==> config.mk <==
export PLATFORM = sky130hd
export DESIGN_NAME = joy_scan_sched
export DESIGN_NICKNAME = d
export VERILOG_FILES = /design/src/rtl/joy_pkg.sv /design/src/rtl/joy_step_timer.sv /design/src/rtl/joy_scan_sched.sv
export SDC_FILE = /design/constraint.sdc
export NUM_CORES = 1
export LEC_CHECK = 0
export ABC_AREA = 1
export BUFFER_PORTS_ARGS = -buffer_cell sky130_fd_sc_hd__buf_2
export CORE_UTILIZATION = 59
export CTS_BUF_LIST = sky130_fd_sc_hd__clkbuf_8
export CTS_CLUSTER_DIAMETER = 100
export CTS_CLUSTER_SIZE = 40
export DETAILED_ROUTE_END_ITERATION = 10
export PLACE_DENSITY_LB_ADDON = 0.3
export RECOVER_POWER = 50
export SLEW_MARGIN = 5
export SYNTH_ARGS = -nofsm -noshare
export SYNTH_HDL_FRONTEND = slang
export SYNTH_HIERARCHICAL = 1
export SYNTH_SLANG_ARGS = --single-unit
==> constraint.sdc <==
create_clock -name clk28 -period 3.53 [get_ports clk28]
set_input_delay 0.1765 -clock clk28 [delete_from_list [all_inputs] [get_ports clk28]]
set_output_delay 0.1765 -clock clk28 [all_outputs]
set_load 0.1 [all_outputs]
==> src/rtl/joy_pkg.sv <==
// Shared types and constants for the Sega-pad scan scheduler.
package joy_pkg;

   typedef enum logic [1:0] {
      IDLE   = 2'd0,
      SETTLE = 2'd1,
      SCAN   = 2'd2
   } joy_state_t;

   localparam int   JOY_STEPS = 8;
   localparam logic PORT_A    = 1'b0;
   localparam logic PORT_B    = 1'b1;

endpackage

==> src/rtl/joy_step_timer.sv <==
// Step/settle cycle counter. Counts up to STEP_CYCLES-1 and wraps to 0.
// A SETTLE interval is made by loading STEP_CYCLES-SETTLE_CYCLES, so the
// same terminal pulse ends it and the first SCAN step starts from 0.
module joy_step_timer #(
   parameter int STEP_CYCLES = 126,
   parameter int READ_POINT  = 120,
   parameter int CW          = $clog2(STEP_CYCLES)
) (
   input  logic          clk28,
   input  logic          rst_n,
   input  logic          run,
   input  logic          ld,
   input  logic [CW-1:0] ld_val,
   output logic          term,
   output logic          rd_pt
);

   logic [CW-1:0] cnt;
   logic          at_end;

   assign at_end = (cnt == CW'(STEP_CYCLES - 1));
   assign term   = run && at_end;
   assign rd_pt  = run && (cnt == CW'(READ_POINT));

   // Counter: load has priority, otherwise count and wrap at the terminal value.
   always_ff @(posedge clk28 or negedge rst_n) begin
      if (!rst_n)   cnt <= '0;
      else if (ld)  cnt <= ld_val;
      else if (run) cnt <= at_end ? '0 : cnt + CW'(1);
   end

endmodule

==> src/rtl/joy_scan_sched.sv <==
// Sega-pad time-slot scheduler: one SETTLE + 8-step SEL sequence per connector
// every 128 lines, with commits deferred while the CPU reads the joystick port.
// Build option: define JOY_SCHED_DUAL_PORT_EN to scan ports A and B back to back;
// otherwise only port A is scanned and port_sel / commit[1] stay 0.
module joy_scan_sched #(
   parameter int STEP_CYCLES   = 126,
   parameter int READ_POINT    = 120,
   parameter int SETTLE_CYCLES = 56
) (
   input  logic       clk28,
   input  logic       rst_n,
   input  logic [8:0] vc,
   input  logic [8:0] hc,
   input  logic       enable,
   input  logic       cpu_busy,
   output logic       joy_sel,
   output logic       port_sel,
   output logic [2:0] step,
   output logic       rd_strobe,
   output logic       scan_active,
   output logic [1:0] commit,
   output logic [7:0] overrun_cnt
);
   import joy_pkg::*;

   localparam int CW = $clog2(STEP_CYCLES);
   localparam logic [CW-1:0] SETTLE_LD = CW'(STEP_CYCLES - SETTLE_CYCLES);
`ifdef JOY_SCHED_DUAL_PORT_EN
   localparam bit DUAL = 1'b1;
`else
   localparam bit DUAL = 1'b0;
`endif

   joy_state_t state, state_n;
   logic       trig, port_q, port_n, joy_n, ld, term, rd_pt, done, ovr_inc;
   logic [2:0] step_q, step_n;
   logic [1:0] pend, pend_n, commit_n;

   joy_step_timer #(.STEP_CYCLES(STEP_CYCLES), .READ_POINT(READ_POINT)) u_timer (
      .clk28 (clk28),
      .rst_n (rst_n),
      .run   (state != IDLE),
      .ld    (ld),
      .ld_val(SETTLE_LD),
      .term  (term),
      .rd_pt (rd_pt)
   );

   // Next state, port/step selection and port-end detection.
   always_comb begin
      state_n = state;
      port_n  = port_q;
      step_n  = step_q;
      ld      = 1'b0;
      done    = 1'b0;
      ovr_inc = 1'b0;
      if (!enable) begin
         state_n = IDLE;
         port_n  = PORT_A;
         step_n  = '0;
      end else begin
         case (state)
            IDLE: begin
               port_n = PORT_A;
               if (trig) begin
                  if (!pend[PORT_A]) begin
                     state_n = SETTLE;
                     ld      = 1'b1;
                  end else if (DUAL && !pend[PORT_B]) begin
                     state_n = SETTLE;
                     port_n  = PORT_B;
                     ld      = 1'b1;
                  end else begin
                     ovr_inc = 1'b1;
                  end
               end
            end
            SETTLE: if (term) begin
               state_n = SCAN;
               step_n  = '0;
            end
            SCAN: if (term) begin
               if (step_q == 3'(JOY_STEPS - 1)) begin
                  done   = 1'b1;
                  step_n = '0;
                  if (DUAL && port_q == PORT_A && !pend[PORT_B]) begin
                     state_n = SETTLE;
                     port_n  = PORT_B;
                     ld      = 1'b1;
                  end else begin
                     state_n = IDLE;
                     port_n  = PORT_A;
                  end
               end else begin
                  step_n = step_q + 3'd1;
               end
            end
            default: state_n = IDLE;
         endcase
      end
      if (trig && state != IDLE) ovr_inc = 1'b1;
      joy_n = (state_n == SCAN) && step_n[0];
   end

   // Commit now when the CPU is idle, otherwise hold the port pending until it is.
   always_comb begin
      commit_n = '0;
      pend_n   = '0;
      for (int p = 0; p < 2; p++) begin
         commit_n[p] = !cpu_busy && ((done && port_q == p[0]) || pend[p]);
         pend_n[p]   =  cpu_busy && ((done && port_q == p[0]) || pend[p]);
      end
      if (!DUAL) begin
         commit_n[1] = 1'b0;
         pend_n[1]   = 1'b0;
      end
   end

   // State, outputs and bookkeeping registers.
   always_ff @(posedge clk28 or negedge rst_n) begin
      if (!rst_n) begin
         state  <= IDLE;
         trig   <= 1'b0;
         port_q <= PORT_A;
         step_q <= '0;
         joy_sel <= 1'b0;
         pend   <= '0;
         commit <= '0;
         overrun_cnt <= '0;
      end else begin
         state  <= state_n;
         trig   <= (vc[6:0] == 7'd0) && (hc == 9'd0) && enable;
         port_q <= port_n;
         step_q <= step_n;
         joy_sel <= joy_n;
         pend   <= pend_n;
         commit <= commit_n;
         if (ovr_inc && overrun_cnt != 8'hFF) overrun_cnt <= overrun_cnt + 8'd1;
      end
   end

   assign port_sel    = DUAL ? port_q : PORT_A;
   assign step        = step_q;
   assign scan_active = (state != IDLE);
   assign rd_strobe   = (state == SCAN) && rd_pt;

endmodule

==> flow_summary.ini <==
[sta]
min_period_ns = 2.340
setup_viol = 0
finalClockSkew_ns = 0.0008281
max_slew_margin_pct = 12.62
setup-tns-final_ns = 0
clock.fmax_mhz = 427.4
timing.final.ws_setup_ns = 1.190
period_share_pct = 66.28
maxSlewViolCount = 0
holdWs_ns = 0.07088
rsz0062_at_grt = no
tightestPinTransition_ns = 1.311
hold_viol = 0

[synthesis]
yosys.area_share.simple_pct = 34.69
synth_compound_area_share_pct = 6.201
synthArstFlopShare_pct = 100.0
yosysMostFrequentCell = nand2_1
synthFlopType = dfrtp_1
netlist_area_mm2 = 0.001594
yosysTopAreaCellShare_pct = 37.68
synth_seq_cells = 24
syn_inst = 216
ys_seq_area_share_pct = 37.68
ys_top_cells_by_count = nand2_1 (61), inv_1 (33), dfrtp_1 (24)
synth_fa_ha_area_share_pct = 7.849
synth.distinct_cells = 28
synth_area_leaders = dfrtp_1 (38%), nand2_1 (14%), ha_1 (7.8%), inv_1 (7.8%), nor2_1 (5.2%)
synth_xor_area_share_pct = 3.297
synth_area_per_cell_um2 = 7.380
synth_top_area_cell = dfrtp_1
ys_warn_count = 6
synthMuxAreaShare_pct = 0
synth_top_family_by_area = simple AND/OR/NAND/NOR gates
synth-edff-count = 0

[critical_path]
arrival_ns = 2.16
endpoint_kind = output pin
worst_setup_path_start_kind = flip-flop
required_ns = 3.35
worstReg2RegStart = state[0]
path_max_fanout = 6
setup.worst_path.start = state[0]
critPathKind = flip-flop to output pin
worst-r2r-cell-count = 9

[grt]
grt_start_max_net_pins = 25
grtUsageTotal_pct = 24.79
first_global_vias = 1246
grt_pass1_wl_um = 5175
grt.overflow.total = 0
grt_antenna_before_repair = 0

[detailed_routing]
dr_total_vias = 1442
firstDrtPassIters = 4
drc_errors = 0
drt_wl_total_um = 3231
drtAntennaViolNets = 0
wl_per_cell_um = 11.18
drt_iter0_drc = 33
routed_via_density = 4.990

[hold_path]
hold_path_class = input port to flip-flop
whs_path_depth = 2
min_from = cpu_busy

[floorplan]
rows = 18
die_area_mm2 = 0.002914
io_pins = 39
core_area_mm2 = 0.002522
initial_utilization_pct = 63.19
die_w_um = 53.98
fp.dieH_um = 53.98

[clock_network]
cts_tree = built
cts_root_buf = clkbuf_8
cts_hold_buf = 1
path_clk_slew_ns = 0.09
cts.sinks = 24
ctsResizeCount = 0
htree_num_levels = 1
cts_buffers = 3
cts_setup_buffers = 0
insertion_delay_ns = 0.26
clk_path_buf_depth = 2

[final_layout]
drive_gt1_share_pct = 16.99
final_core_utilization_pct = 74.26
syn2layout_area_growth_pct = 17.50
antenna_cells = 0
n_fill_cell = 209
nNetsFinal = 292

[pwr]
power_density_mw_per_mm2 = 305.7
p_leak_nw = 1.033
power_switching_w = 0.0001263
power_switching_share_pct = 22.05
combPwrFrac_pct = 7.6
seq_power_share_pct = 50.0
p_int_w = 0.0004462
peakVddDrop_mv = 0.1834
clkPwrFrac_pct = 42.4

[job]
maxCapViolations = 0

[run_status]
outcome = finished clean

[placed_design]
dp_hpwl_um = 2299
preCtsSetupSlack_ns = 1.491
io_buffers = 34
place_congestion = 0.8198
## worst max-delay path, cell delays in order, from the launching register on
cell     delay, ns
dfrtp_1       0.38
inv_1         0.08
ha_1          0.24
inv_1         0.21
nand2_1       0.08
nor4b_1       0.35
nand2_1       0.09
inv_1         0.05
buf_2         0.41
## area by class of cell
class	instances	area [um^2]	share of cell area (%)
inverters	34	130.1	6.947
clock buffers	3	41.29	2.204
flip-flops and latches	24	600.6	32.06
well taps	30	37.54	2.004
repair buffers	35	170.2	9.085
clock inverters	1	30.03	1.603
multi-input cells	162	863.3	46.09
## power groups by stage
| stage | combinational (W) | clock, W | sequential (W) |
|---|---|---|---|
| 2_1_floorplan | 0.0000261 | 0 | 0.000290 |
| 3_3_place_gp | 0.0000416 | 0 | 0.000291 |
| 3_5_place_dp | 0.0000431 | 0 | 0.000291 |
| 4_1_cts | 0.0000443 | 0.000248 | 0.000286 |
| 5_1_grt | 0.0000496 | 0.000258 | 0.000287 |
| 6_report | 0.0000436 | 0.000243 | 0.000286 |
## registers in the layout, summed over array words and instances (netlist names)
signal       cells
step             3
commit           1
u_timer/cnt      7
pend             1
state            2
trig             1
joy_sel          1
overrun_cnt      8
## worst paths after layout
kind / to / slack, ns
worst max-delay path: rd_strobe / 1.19
worst min-delay path: commit[0] / 0.07
worst max register to register: u_timer/cnt[2] / 1.40
worst min register to register: overrun_cnt[0] / 0.55
max in group asynchronous: overrun_cnt[4] / 2.04
min in group asynchronous: u_timer/cnt[3] / 0.72
## layer usage
metal	share of wire (%)	wire [um]	vias up	global-route usage, %
met4	0.71	23	0	7.692
li1	-	-	753	-
met5	0	0	-	0
met2	48	1548	39	41.15
met1	48	1542	646	32.87
met3	3.6	117	4	3.955
## cells in the final DEF (no fill, tap or decap), types with 5 or more instances in the layout
cell,n
a22oi_1,6
conb_1,9
nand4_1,5
ha_1,10
nand2_1,61
o21ai_0,7
nand3_1,15
inv_1,33
nor2_1,22
buf_2,26
clkbuf_1,8
dfrtp_1,24
## kinds of logic (layout without fill, tap and decap cells)
kind of cell	count (synthesis)	count (layout)
fa+ha+maj	10	10
other cells	2	9
compound gates	16	16
simple gates	121	121
xor+xnor	6	6
flops	24	24
buf+inv	37	73
## metrics by stage
| step | cell area (um^2) | std cells | total power, W |
|---|---|---|---|
| floorplan | 1620 | 223 | 0.0003160 |
| global placement | 1802 | 284 | 0.0003330 |
| detailed placement | 1802 | 284 | 0.0003346 |
| CTS | 1883 | 289 | 0.0005786 |
| global route | 1873 | 289 | 0.0005942 |
| finish | 1873 | 289 | 0.0005725 |
Note: power is estimated with default switching activity, not from simulation.
